## src/rtl/cache_exerciser_if.sv

```systemverilog
`default_nettype none
// ============================================================================
// Module   : cache_exerciser_if
// Brief    : Front-side cache request/response bundle (CPU side of Cache).
// Revision : 1.0
// ============================================================================
interface cache_exerciser_if;
  logic        enable;
  logic [31:0] address;
  logic [3:0]  write_enable;
  logic [31:0] data_in;
  logic [31:0] data_out;
  logic        data_out_ready;
  logic        busy;

  modport master (
    output enable, address, write_enable, data_in,
    input  data_out, data_out_ready, busy
  );

  modport slave (
    input  enable, address, write_enable, data_in,
    output data_out, data_out_ready, busy
  );
endinterface
`default_nettype wire

```

## src/rtl/cache_exerciser.sv

```systemverilog
`default_nettype none
// ============================================================================
// Module   : cache_exerciser
// Brief    : Write / half-word overwrite / read-back traffic initiator for Cache.
// Revision : 1.0
// ============================================================================
module cache_exerciser #(
  parameter logic [31:0] StartAddress  = 32'h0,
  parameter int unsigned WordCount     = 32,
  parameter logic [31:0] Seed          = 32'h1234_5678,
  parameter int unsigned TimeoutCycles = 4096
) (
  input  wire logic         clk,
  input  wire logic         rst_n,
  input  wire logic         start,
  cache_exerciser_if.master cache,
  output logic              running,
  output logic              done,
  output logic              pass,
  output logic              timeout,
  output logic [15:0]       error_count,
  output logic [31:0]       first_error_address
);

  localparam logic [31:0] c_seed         = (Seed == 32'h0) ? 32'h1 : Seed;
  localparam logic [31:0] c_last_idx     = 32'(WordCount - 1);
  localparam logic [31:0] c_word_count   = 32'(WordCount);
  localparam logic [31:0] c_timeout_last = 32'(TimeoutCycles - 1);

  localparam logic [2:0] c_st_idle     = 3'd0;
  localparam logic [2:0] c_st_wr_issue = 3'd1;
  localparam logic [2:0] c_st_wr_wait  = 3'd2;
  localparam logic [2:0] c_st_hw_issue = 3'd3;
  localparam logic [2:0] c_st_hw_wait  = 3'd4;
  localparam logic [2:0] c_st_rd_issue = 3'd5;
  localparam logic [2:0] c_st_rd_wait  = 3'd6;
  localparam logic [2:0] c_st_done     = 3'd7;

  function automatic logic [31:0] lfsr_next(input logic [31:0] v);
    return {v[30:0], v[31] ^ v[21] ^ v[1] ^ v[0]};
  endfunction

  logic [2:0]  r_state;
  logic [31:0] r_idx;
  logic [31:0] r_lfsr;
  logic [31:0] r_wait_cnt;
  logic [31:0] r_addr;
  logic [31:0] r_data;
  logic        r_running;
  logic        r_done;
  logic        r_pass;
  logic        r_timeout;
  logic [15:0] r_err;
  logic [31:0] r_first;

  logic        w_complete;
  logic [2:0]  w_nxt_state;
  logic [31:0] w_nxt_idx;
  logic [31:0] w_nxt_lfsr;
  logic [31:0] w_nxt_addr;
  logic [31:0] w_nxt_data;
  logic [31:0] w_expect;
  logic        w_mismatch;
  logic [15:0] w_err_nxt;

  // Successor of each WAIT state; the half-word pass walks odd words only.
  always_comb begin
    w_complete  = 1'b0;
    w_nxt_state = r_state;
    w_nxt_idx   = r_idx;
    w_nxt_lfsr  = r_lfsr;
    case (r_state)
      c_st_wr_wait: begin
        w_complete = !cache.busy;
        if (r_idx != c_last_idx) begin
          w_nxt_state = c_st_wr_issue;
          w_nxt_idx   = r_idx + 32'd1;
          w_nxt_lfsr  = lfsr_next(r_lfsr);
        end else if (c_word_count > 32'd1) begin
          w_nxt_state = c_st_hw_issue;
          w_nxt_idx   = 32'd1;
          w_nxt_lfsr  = lfsr_next(c_seed);
        end else begin
          w_nxt_state = c_st_rd_issue;
          w_nxt_idx   = 32'd0;
          w_nxt_lfsr  = c_seed;
        end
      end
      c_st_hw_wait: begin
        w_complete = !cache.busy;
        if (r_idx + 32'd2 < c_word_count) begin
          w_nxt_state = c_st_hw_issue;
          w_nxt_idx   = r_idx + 32'd2;
          w_nxt_lfsr  = lfsr_next(lfsr_next(r_lfsr));
        end else begin
          w_nxt_state = c_st_rd_issue;
          w_nxt_idx   = 32'd0;
          w_nxt_lfsr  = c_seed;
        end
      end
      c_st_rd_wait: begin
        w_complete = cache.data_out_ready;
        if (r_idx != c_last_idx) begin
          w_nxt_state = c_st_rd_issue;
          w_nxt_idx   = r_idx + 32'd1;
          w_nxt_lfsr  = lfsr_next(r_lfsr);
        end else begin
          w_nxt_state = c_st_done;
        end
      end
      default: ;
    endcase
  end

  assign w_nxt_addr = StartAddress + (w_nxt_idx << 2);
  assign w_nxt_data = (w_nxt_state == c_st_hw_issue) ? {16'h0, ~w_nxt_lfsr[15:0]} : w_nxt_lfsr;
  assign w_expect   = r_idx[0] ? {r_lfsr[31:16], ~r_lfsr[15:0]} : r_lfsr;
  assign w_mismatch = (r_state == c_st_rd_wait) && cache.data_out_ready
                      && (cache.data_out != w_expect);
  assign w_err_nxt  = (w_mismatch && (r_err != 16'hFFFF)) ? r_err + 16'd1 : r_err;

  always_ff @(posedge clk or negedge rst_n) begin
    if (!rst_n) begin
      r_state    <= c_st_idle;
      r_idx      <= 32'h0;
      r_lfsr     <= 32'h0;
      r_wait_cnt <= 32'h0;
      r_addr     <= 32'h0;
      r_data     <= 32'h0;
      r_running  <= 1'b0;
      r_done     <= 1'b0;
      r_pass     <= 1'b0;
      r_timeout  <= 1'b0;
      r_err      <= 16'h0;
      r_first    <= 32'h0;
    end else begin
      case (r_state)
        c_st_idle, c_st_done: begin
          r_state <= c_st_idle;
          if (start) begin
            r_done    <= 1'b0;
            r_pass    <= 1'b0;
            r_timeout <= 1'b0;
            r_err     <= 16'h0;
            r_first   <= 32'h0;
            r_running <= 1'b1;
            r_idx     <= 32'h0;
            r_lfsr    <= c_seed;
            r_addr    <= StartAddress;
            r_data    <= c_seed;
            r_state   <= c_st_wr_issue;
          end
        end
        c_st_wr_issue, c_st_hw_issue, c_st_rd_issue: begin
          if (!cache.busy) begin
            r_wait_cnt <= 32'h0;
            case (r_state)
              c_st_wr_issue: r_state <= c_st_wr_wait;
              c_st_hw_issue: r_state <= c_st_hw_wait;
              default:       r_state <= c_st_rd_wait;
            endcase
          end
        end
        c_st_wr_wait, c_st_hw_wait, c_st_rd_wait: begin
          if (w_complete) begin
            r_err <= w_err_nxt;
            if (w_mismatch && (r_err == 16'h0)) begin
              r_first <= r_addr;
            end
            r_state <= w_nxt_state;
            r_idx   <= w_nxt_idx;
            r_lfsr  <= w_nxt_lfsr;
            r_addr  <= w_nxt_addr;
            if ((w_nxt_state == c_st_wr_issue) || (w_nxt_state == c_st_hw_issue)) begin
              r_data <= w_nxt_data;
            end
            if (w_nxt_state == c_st_done) begin
              r_running <= 1'b0;
              r_done    <= 1'b1;
              r_pass    <= (w_err_nxt == 16'h0);
            end
          end else if (r_wait_cnt == c_timeout_last) begin
            r_timeout <= 1'b1;
            r_done    <= 1'b1;
            r_pass    <= 1'b0;
            r_running <= 1'b0;
            r_state   <= c_st_done;
          end else begin
            r_wait_cnt <= r_wait_cnt + 32'd1;
          end
        end
        default: r_state <= c_st_idle;
      endcase
    end
  end

  // Strobes are qualified by busy so a request is presented only in its accept cycle.
  always_comb begin
    cache.write_enable = 4'b0000;
    if (!cache.busy) begin
      if (r_state == c_st_wr_issue) begin
        cache.write_enable = 4'b1111;
      end else if (r_state == c_st_hw_issue) begin
        cache.write_enable = 4'b0011;
      end
    end
  end

  assign cache.enable        = r_running;
  assign cache.address       = r_addr;
  assign cache.data_in       = r_data;
  assign running             = r_running;
  assign done                = r_done;
  assign pass                = r_pass;
  assign timeout             = r_timeout;
  assign error_count         = r_err;
  assign first_error_address = r_first;

endmodule
`default_nettype wire

```

## src/flat_wrapper.sv

```systemverilog
// flat-port wrapper written by rule: the top's interface ports become plain ports
module cache_exerciser_flat 
#(
  parameter logic [31:0] StartAddress  = 32'h0,
  parameter int unsigned WordCount     = 32,
  parameter logic [31:0] Seed          = 32'h1234_5678,
  parameter int unsigned TimeoutCycles = 4096
)
  (clk, rst_n, start, running, done, pass, timeout, error_count, first_error_address, cache_enable, cache_address, cache_write_enable, cache_data_in, cache_data_out, cache_data_out_ready, cache_busy);
  cache_exerciser_if cache_i ();
  input  wire logic clk;
  input  wire logic rst_n;
  input  wire logic start;
  output logic running;
  output logic done;
  output logic pass;
  output logic timeout;
  output logic [15:0] error_count;
  output logic [31:0] first_error_address;
  output wire logic [$bits(cache_i.enable)-1:0] cache_enable;
  output wire logic [$bits(cache_i.address)-1:0] cache_address;
  output wire logic [$bits(cache_i.write_enable)-1:0] cache_write_enable;
  output wire logic [$bits(cache_i.data_in)-1:0] cache_data_in;
  input wire logic [$bits(cache_i.data_out)-1:0] cache_data_out;
  input wire logic [$bits(cache_i.data_out_ready)-1:0] cache_data_out_ready;
  input wire logic [$bits(cache_i.busy)-1:0] cache_busy;
  assign cache_enable = cache_i.enable;
  assign cache_address = cache_i.address;
  assign cache_write_enable = cache_i.write_enable;
  assign cache_data_in = cache_i.data_in;
  assign cache_i.data_out = cache_data_out;
  assign cache_i.data_out_ready = cache_data_out_ready;
  assign cache_i.busy = cache_busy;
  cache_exerciser #(.StartAddress(StartAddress), .WordCount(WordCount), .Seed(Seed), .TimeoutCycles(TimeoutCycles)) u_core (.clk(clk), .rst_n(rst_n), .start(start), .cache(cache_i), .running(running), .done(done), .pass(pass), .timeout(timeout), .error_count(error_count), .first_error_address(first_error_address));
endmodule
```

## config.mk

```make
export PLATFORM = sky130hd
export DESIGN_NAME = cache_exerciser_flat
export DESIGN_NICKNAME = d
export VERILOG_FILES = /design/src/rtl/cache_exerciser_if.sv /design/src/rtl/cache_exerciser.sv /design/src/flat_wrapper.sv
export SDC_FILE = /design/constraint.sdc
export NUM_CORES = 1
export LEC_CHECK = 0
export BUFFER_PORTS_ARGS = -buffer_cell sky130_fd_sc_hd__buf_2
export CORE_ASPECT_RATIO = 1.5
export CORE_MARGIN = 1.5
export CORE_UTILIZATION = 30
export CTS_CLUSTER_DIAMETER = 60
export DETAILED_ROUTE_END_ITERATION = 10
export GPL_TIMING_DRIVEN = 0
export PLACE_DENSITY = 0.5
export SLEW_MARGIN = 15
export SYNTH_ARGS = -nofsm -noshare
export SYNTH_HDL_FRONTEND = slang
export SYNTH_SLANG_ARGS = --single-unit
```

## constraint.sdc

```tcl
create_clock -name clk -period 3.7 [get_ports clk]
set_input_delay 0.555 -clock clk [delete_from_list [all_inputs] [get_ports clk]]
set_output_delay 0.555 -clock clk [all_outputs]
set_load 0.05 [all_outputs]
```

==> metrics.txt, run 1 <==
Final Critical Period 3.63 ns; drc violations 0; Crit path largest cell delay 0.82 ns; slowest CP cell nor2_1; total number of vias 11.2k; first-pass GRT wire length 65500 µm; Core Footprint 37700 µm²; Pins Over Slew Limit 0; ys flop type dfrtp_1; mean post-synth cell area 8.46 µm²; gpl congestion 0.931; Netlist cell types 82; Int Pwr 4690 µW; # Max-Cap Violations 0; via density per instance 5.48; Async SR Flop Fraction 100%; WL per Instance 21.2 µm; Buffers on Ports 153; mapped cell area 11500 µm²; Worst-Skew Late Latency 0.46 ns; critical path's top delay family simple AND/OR/NAND/NOR gates; CTS clk-pin slew, worst paths 0.08 ns; worst slew pin tran 1.10 ns; Worst Path Required 4.04 ns; drt total wl 43300 µm; clk root buf clkbuf_16; layout cells sized above 1 20.5%; Final Power 9220 µW; sequential-to-total area share from yosys stat 39.4%; worst rel slew slack 26.4%; worst path buffer plus inverter count 2; Initial Util 30.5%; final worst-path cycle share 98.0%; Fin. Hold Viols 0; Leak Pwr 0.00616 µW; vias in the first global route 10.9k; dpl cell area 12900 µm²; gr usage total 22.0%; P_sw 4530 µW; Post-synth EDFFs 0; Die Wd 163 µm; Num CTS Buffers 17; status finished, final reports clean; num rows 87; cells along the critical path clkbuf_1 -> nor4_1 -> nand4_1 -> nor3_2 -> clkbuf_2 -> nor2_1 -> nand2_1 -> or4_1 -> o21ai_0; P&R area growth vs syn 19.2%; total die area 39500 µm²; unrepaired setup endpoints after global routing no; # nets final 1587; ant diodes 0; Worst EP arrival 3.97 ns; CTS max path bufs 2; Initial DRC Count 871; CTS Sinks 181; Comb power frac 49.0%; Die Height 243 µm; Seq pwr share 29.7%; initial antenna violation count 1; Final Instance Area 13700 µm²; clock share of power 21.4%; CP Capture Type flip-flop; number of I/O pins 158; count of final setup violators 0; Syn Inst Count 1358; H-tree depth 4; ANT nets after route 0; Remaining Overflow, GRT 0; Setup crit start kind flip-flop; P per Cell Area 673 nW/µm²; crit path kind flip-flop to flip-flop; maximum fanout along the worst path 10; Peak Freq 276 MHz; hpwl dp 32600 µm; maximum VDD drop 302 µV; Setup Skew 0.0128 ns; register bit total from synthesis 181; HP Class primary input to flip-flop; switch share 49.2%; CTS tree done; largest net degree at the start of global routing 82; first-pass iteration count of the detailed router 6; total of warnings raised by yosys 0; final setup TNS 0 ns
==> power by group through the flow <==
stage	clock network, µW	logic [µW]	registers [µW]
after global routing	2090	4860	2770
after detailed placement	0	4420	2770
after floorplan	0	2520	3150
after global placement	0	4400	2770
final	1970	4520	2730
after CTS	2020	4470	2740
==> registers in the layout (all words and copies together) (netlist names) <==
register and cells:
u_core.cache.data_in 32, u_core.r_idx 32, u_core.r_lfsr 32, u_core.r_wait_cnt 32, u_core.first_error_address 30, u_core.error_count 16
u_core.r_state 3, u_core.cache.enable 1, u_core.done 1, u_core.pass 1, u_core.timeout 1
==> final timing paths <==
check	startpoint	slack (ns)	cells past startpoint	to
setup / recovery	u_core.r_idx[25]	0.07	9	u_core.r_idx[23]
hold / removal	start	0.46	4	u_core.timeout
setup reg to reg	u_core.r_idx[25]	0.07	9	u_core.r_idx[23]
hold reg to reg	u_core.done	0.48	1	u_core.done
max in group asynchronous	rst_n	2.06	4	u_core.first_error_address[21]
min in group asynchronous	rst_n	0.55	2	u_core.cache.data_in[26]
==> worst register-to-register path: stages, from the launching register on <==
cell and delay, ns:
dfrtp_1 0.43, clkbuf_1 0.49, nor4_1 0.11, nand4_1 0.22, nor3_2 0.11, clkbuf_2 0.24
nor2_1 0.82, nand2_1 0.33, or4_1 0.47, o21ai_0 0.28
==> metal layers <==
metal,track usage (%),routed length (µm),vias to the layer above
met5,0,7,-
met4,11.9,2060,2
met3,2.89,2100,104
met2,38.0,21800,411
met1,26.0,17300,5425
li1,-,-,5260
==> layout make-up <==
| type | count | area, µm² |
|---|---|---|
| fill | 4023 | 24000 |
| clock inverter | 14 | 180 |
| buffer | 138 | 762 |
| sequential | 181 | 4530 |
| inverter | 25 | 93.8 |
| tap | 489 | 612 |
| multi-input combinational | 1017 | 6180 |
| clock buffer | 18 | 429 |
| timing repair buffer | 164 | 901 |
==> synth_stat cells (all sizes together) (11+ instances only) <==
cell | number | area share [%]
xnor2 | 37 | 2.8
o21a | 17 | 1.1
and4 | 12 | 0.98
or2 | 11 | 0.60
a22o | 13 | 0.99
nand4 | 29 | 1.9
nor2 | 108 | 3.6
o2bb2ai | 11 | 0.84
o21ai | 111 | 4.8
clkbuf | 71 | 2.3
inv | 23 | 0.75
a31oi | 18 | 0.98
and3 | 31 | 1.7
nor3 | 38 | 1.8
dfrtp | 181 | 39
nor4 | 26 | 1.7
or3 | 17 | 0.93
buf | 67 | 4.2
and2 | 15 | 0.82
nand2 | 164 | 5.4
a21oi | 71 | 3.1
nand3 | 79 | 3.7
o31ai | 11 | 0.72
xor2 | 39 | 3.0
a211oi | 17 | 1.2
==> cells in the final DEF, fill, tap and decap left out, drive strengths merged, types with 11 or more instances in the layout <==
| master | netlist | routed |
|---|---|---|
| a211oi | 17 | 17 |
| nor4 | 26 | 26 |
| xnor2 | 37 | 37 |
| nor3 | 38 | 38 |
| buf | 67 | 231 |
| o2bb2ai | 11 | 11 |
| and4 | 12 | 12 |
| o31ai | 11 | 11 |
| xor2 | 39 | 39 |
| or2 | 11 | 11 |
| a21oi | 71 | 71 |
| o21ai | 111 | 111 |
| nand2 | 164 | 164 |
| a31oi | 18 | 18 |
| nand4 | 29 | 29 |
| dfrtp | 181 | 181 |
| and2 | 15 | 15 |
| and3 | 31 | 31 |
| a22o | 13 | 13 |
| o21a | 17 | 17 |
| inv | 23 | 33 |
| or3 | 17 | 17 |
| nand3 | 79 | 79 |
| clkbuf | 71 | 88 |
| nor2 | 108 | 108 |
==> stage by stage <==
stage / util (%) / setup WS, ns / std cells / hold WS [ns]
after CTS: 36.1 / 0.000313 / 2040 / 0.440
after global routing: 36.4 / 0.00371 / 2046 / 0.497
after detailed placement: 34.3 / -0.409 / 2005 / 0.457
final: 36.4 / 0.0730 / 2046 / 0.460
after floorplan: - / 0.259 / 1361 / 0.259
after global placement: 34.2 / -1.23 / 2003 / 0.467
==> timing repair <==
action | 4_1_cts | 5_1_grt
setup endpoints to repair | 98 | 89
cloned | 0 | 0
setup buffers | 2 | 6
hold endpoints to repair | 39 | 0
hold buffers | 1 | 0
gates resized for setup | 11 | 25
pin swaps | 2 | 3
==> logic make-up (layout without fill, tap and decap cells) <==
logic type | count (synthesis) | count (layout) | share of synthesized area [%]
and+or+nand+nor | 559 | 559 | 25.1
AOI/OAI and AO/OA | 361 | 361 | 20.6
DFF | 181 | 181 | 39.4
buffers and inverters | 163 | 359 | 7.32
xor gates and xnor gates | 76 | 76 | 5.80
muxes | 11 | 11 | 1.00
adders and majority gates | 6 | 6 | 0.654
other | 1 | 4 | 0.0327
Note: power is estimated with default switching activity, not from simulation.
==> inputs of run 2 (changes only) <==
--- a/config.mk
+++ b/config.mk
@@ -12,6 +12,7 @@
 export CTS_CLUSTER_DIAMETER = 60
 export DETAILED_ROUTE_END_ITERATION = 10
 export GPL_TIMING_DRIVEN = 0
+export MAX_ROUTING_LAYER = met4
 export PLACE_DENSITY = 0.5
 export SLEW_MARGIN = 15
 export SYNTH_ARGS = -nofsm -noshare
==> metrics.txt, run 2 (synthesized netlist as in run 1, its figures left out) <==
status finished, final reports clean; WHS Endpoint u_core.timeout; Leak Pwr 0.00612 µW; hold path start start; Fin. Hold Viols 0; Setup crit start kind flip-flop; Die Wd 163 µm; CTS Sinks 181; # Max-Cap Violations 0; HP Class primary input to flip-flop; Remaining Overflow, GRT 0; vias in the first global route 11.0k; maximum VDD drop 311 µV; layout cells sized above 1 20.3%; final worst-path cycle share 96.6%; worst rel slew slack 36.1%; CTS max path bufs 2; Fillers 4080; first-pass GRT wire length 66500 µm; Die Height 243 µm; num rows 87; worst reg2reg path depth 13; first-pass iteration count of the detailed router 7; drt total wl 43400 µm; worst slack, placed -0.411 ns; Setup Skew 0.0139 ns; P per Cell Area 667 nW/µm²; maximum fanout along the worst path 8; Worst Path Required 4.05 ns; gpl congestion 0.936; Core Footprint 37700 µm²; most common cell after layout, fill and taps aside dfrtp_1; ANT nets after route 0; Initial DRC Count 735; largest net degree at the start of global routing 75; FF-to-FF Start u_core.r_idx[1]; clk root buf clkbuf_16; Pins Over Slew Limit 0; CP Capture Type flip-flop; P&R area growth vs syn 18.5%; via density per instance 5.51; Initial Util 30.5%; gr usage total 22.8%; hpwl dp 32700 µm; Worst EP arrival 3.92 ns; Worst-Skew Late Latency 0.46 ns; H-tree depth 4; WL per Instance 21.3 µm; r2r setup slk 0.13 ns; Final Power 9080 µW; Peak Freq 280 MHz; unrepaired setup endpoints after global routing no; worst slew pin tran 0.956 ns; CTS tree done; Seq. cell area 4530 µm²; total die area 39500 µm²; CTS clk-pin slew, worst paths 0.08 ns; drc violations 0; initial antenna violation count 0; count of final setup violators 0; ant diodes 0; number of I/O pins 158; leading cell types in the layout, fill and taps excluded dfrtp_1 (179), buf_2 (164), nand2_1 (163), nor2_1 (105), o21ai_0 (101); Hold Crit Depth 4; Crit Reg-Reg Endpoint u_core.pass; # nets final 1584; Num CTS Buffers 17; area of the multi-input gates 6180 µm²; crit path kind flip-flop to flip-flop; Buffers on Ports 153; Final Critical Period 3.57 ns; Final WS setup 0.127 ns; total number of vias 11.2k
==> run 2: changes by cell type in the layout (fill, tap and decap cells not counted), moves of 2 or more <==
| cell | previous run | this run |
|---|---|---|
| inv_8 | 3 | 0 |
| clkinv_2 | 0 | 2 |
| clkinv_4 | 1 | 5 |
| inv_6 | 7 | 2 |
| clkbuf_1 | 59 | 61 |
| buf_4 | 57 | 55 |
==> run 2: worst max-delay path, cell delays in order, from the launching register on <==
cell and delay (ns):
dfrtp_2 0.46, ha_2 0.26, and4_4 0.23, buf_6 0.14, nand2_2 0.16, nor4b_4 0.38
o22ai_1 0.21, nor4b_2 0.29, buf_4 0.17, and2_1 0.14, buf_6 0.15, nand3_4 0.13
a211oi_4 0.37, mux2_1 0.35
==> run 2: layer usage <==
layer  track usage [%]  part of all wire [%]  vias up
met5                 -                     0        -
met4              10.2                   4.1        0
met3              2.84                   4.0       97
met2              38.8                    51      354
met1              26.7                    41     5542
li1                  -                     -     5243
==> run 2: area by class of cell <==
class / instances / area share, %
Multi-Input combinational cell: 1017 / 45.4
Timing Repair Buffer: 162 / 6.51
Inverter: 25 / 0.689
Tap cell: 489 / 4.49
Sequential cell: 181 / 33.3
Clock buffer: 20 / 3.28
Clock inverter: 10 / 0.745
Buffer: 137 / 5.56
==> run 2: power breakdown <==
part	leakage (µW)	total (µW)	switching, µW	internal, µW
logic	0.00345	4520	3190	1330
clock network	0.000271	1820	871	945
registers	0.00240	2750	430	2320
total	0.00612	9080	4490	4590
==> run 2: per-stage QoR <==
step	std cells	setup TNS [ns]	area [µm²]	util, %	hold WS, ns
floorplan	1361	0	11500	-	0.259
global placement	2003	-236.15	12900	34.2	0.469
detailed placement	2005	-17.78	12900	34.3	0.457
CTS	2038	0	13500	36.0	0.451
global route	2041	0	13600	36.1	0.507
finish	2041	0	13600	36.1	0.466
==> run 2: worst max-delay path by stage <==
stage	start	endpoint	slack, ns
detailed placement	cache_data_out[19]	u_core.first_error_address[10]	-0.41
CTS	u_core.r_idx[2]	u_core.pass	0.01
global placement	rst_n	u_core.first_error_address[31]	-1.24
floorplan	u_core.r_state[0]	cache_write_enable[3]	0.26
finish	u_core.r_idx[1]	u_core.pass	0.13
global route	u_core.r_idx[25]	u_core.r_idx[16]	0.007
==> run 2: what timing repair did <==
| item | in CTS | in global routing |
|---|---|---|
| hold buffers | 1 | 0 |
| endpoints found under the hold margin | 39 | 0 |
| gates resized for setup | 10 | 24 |
| pin swaps | 2 | 1 |
| setup buffers | 2 | 4 |
| setup endpoints to repair | 96 | 108 |
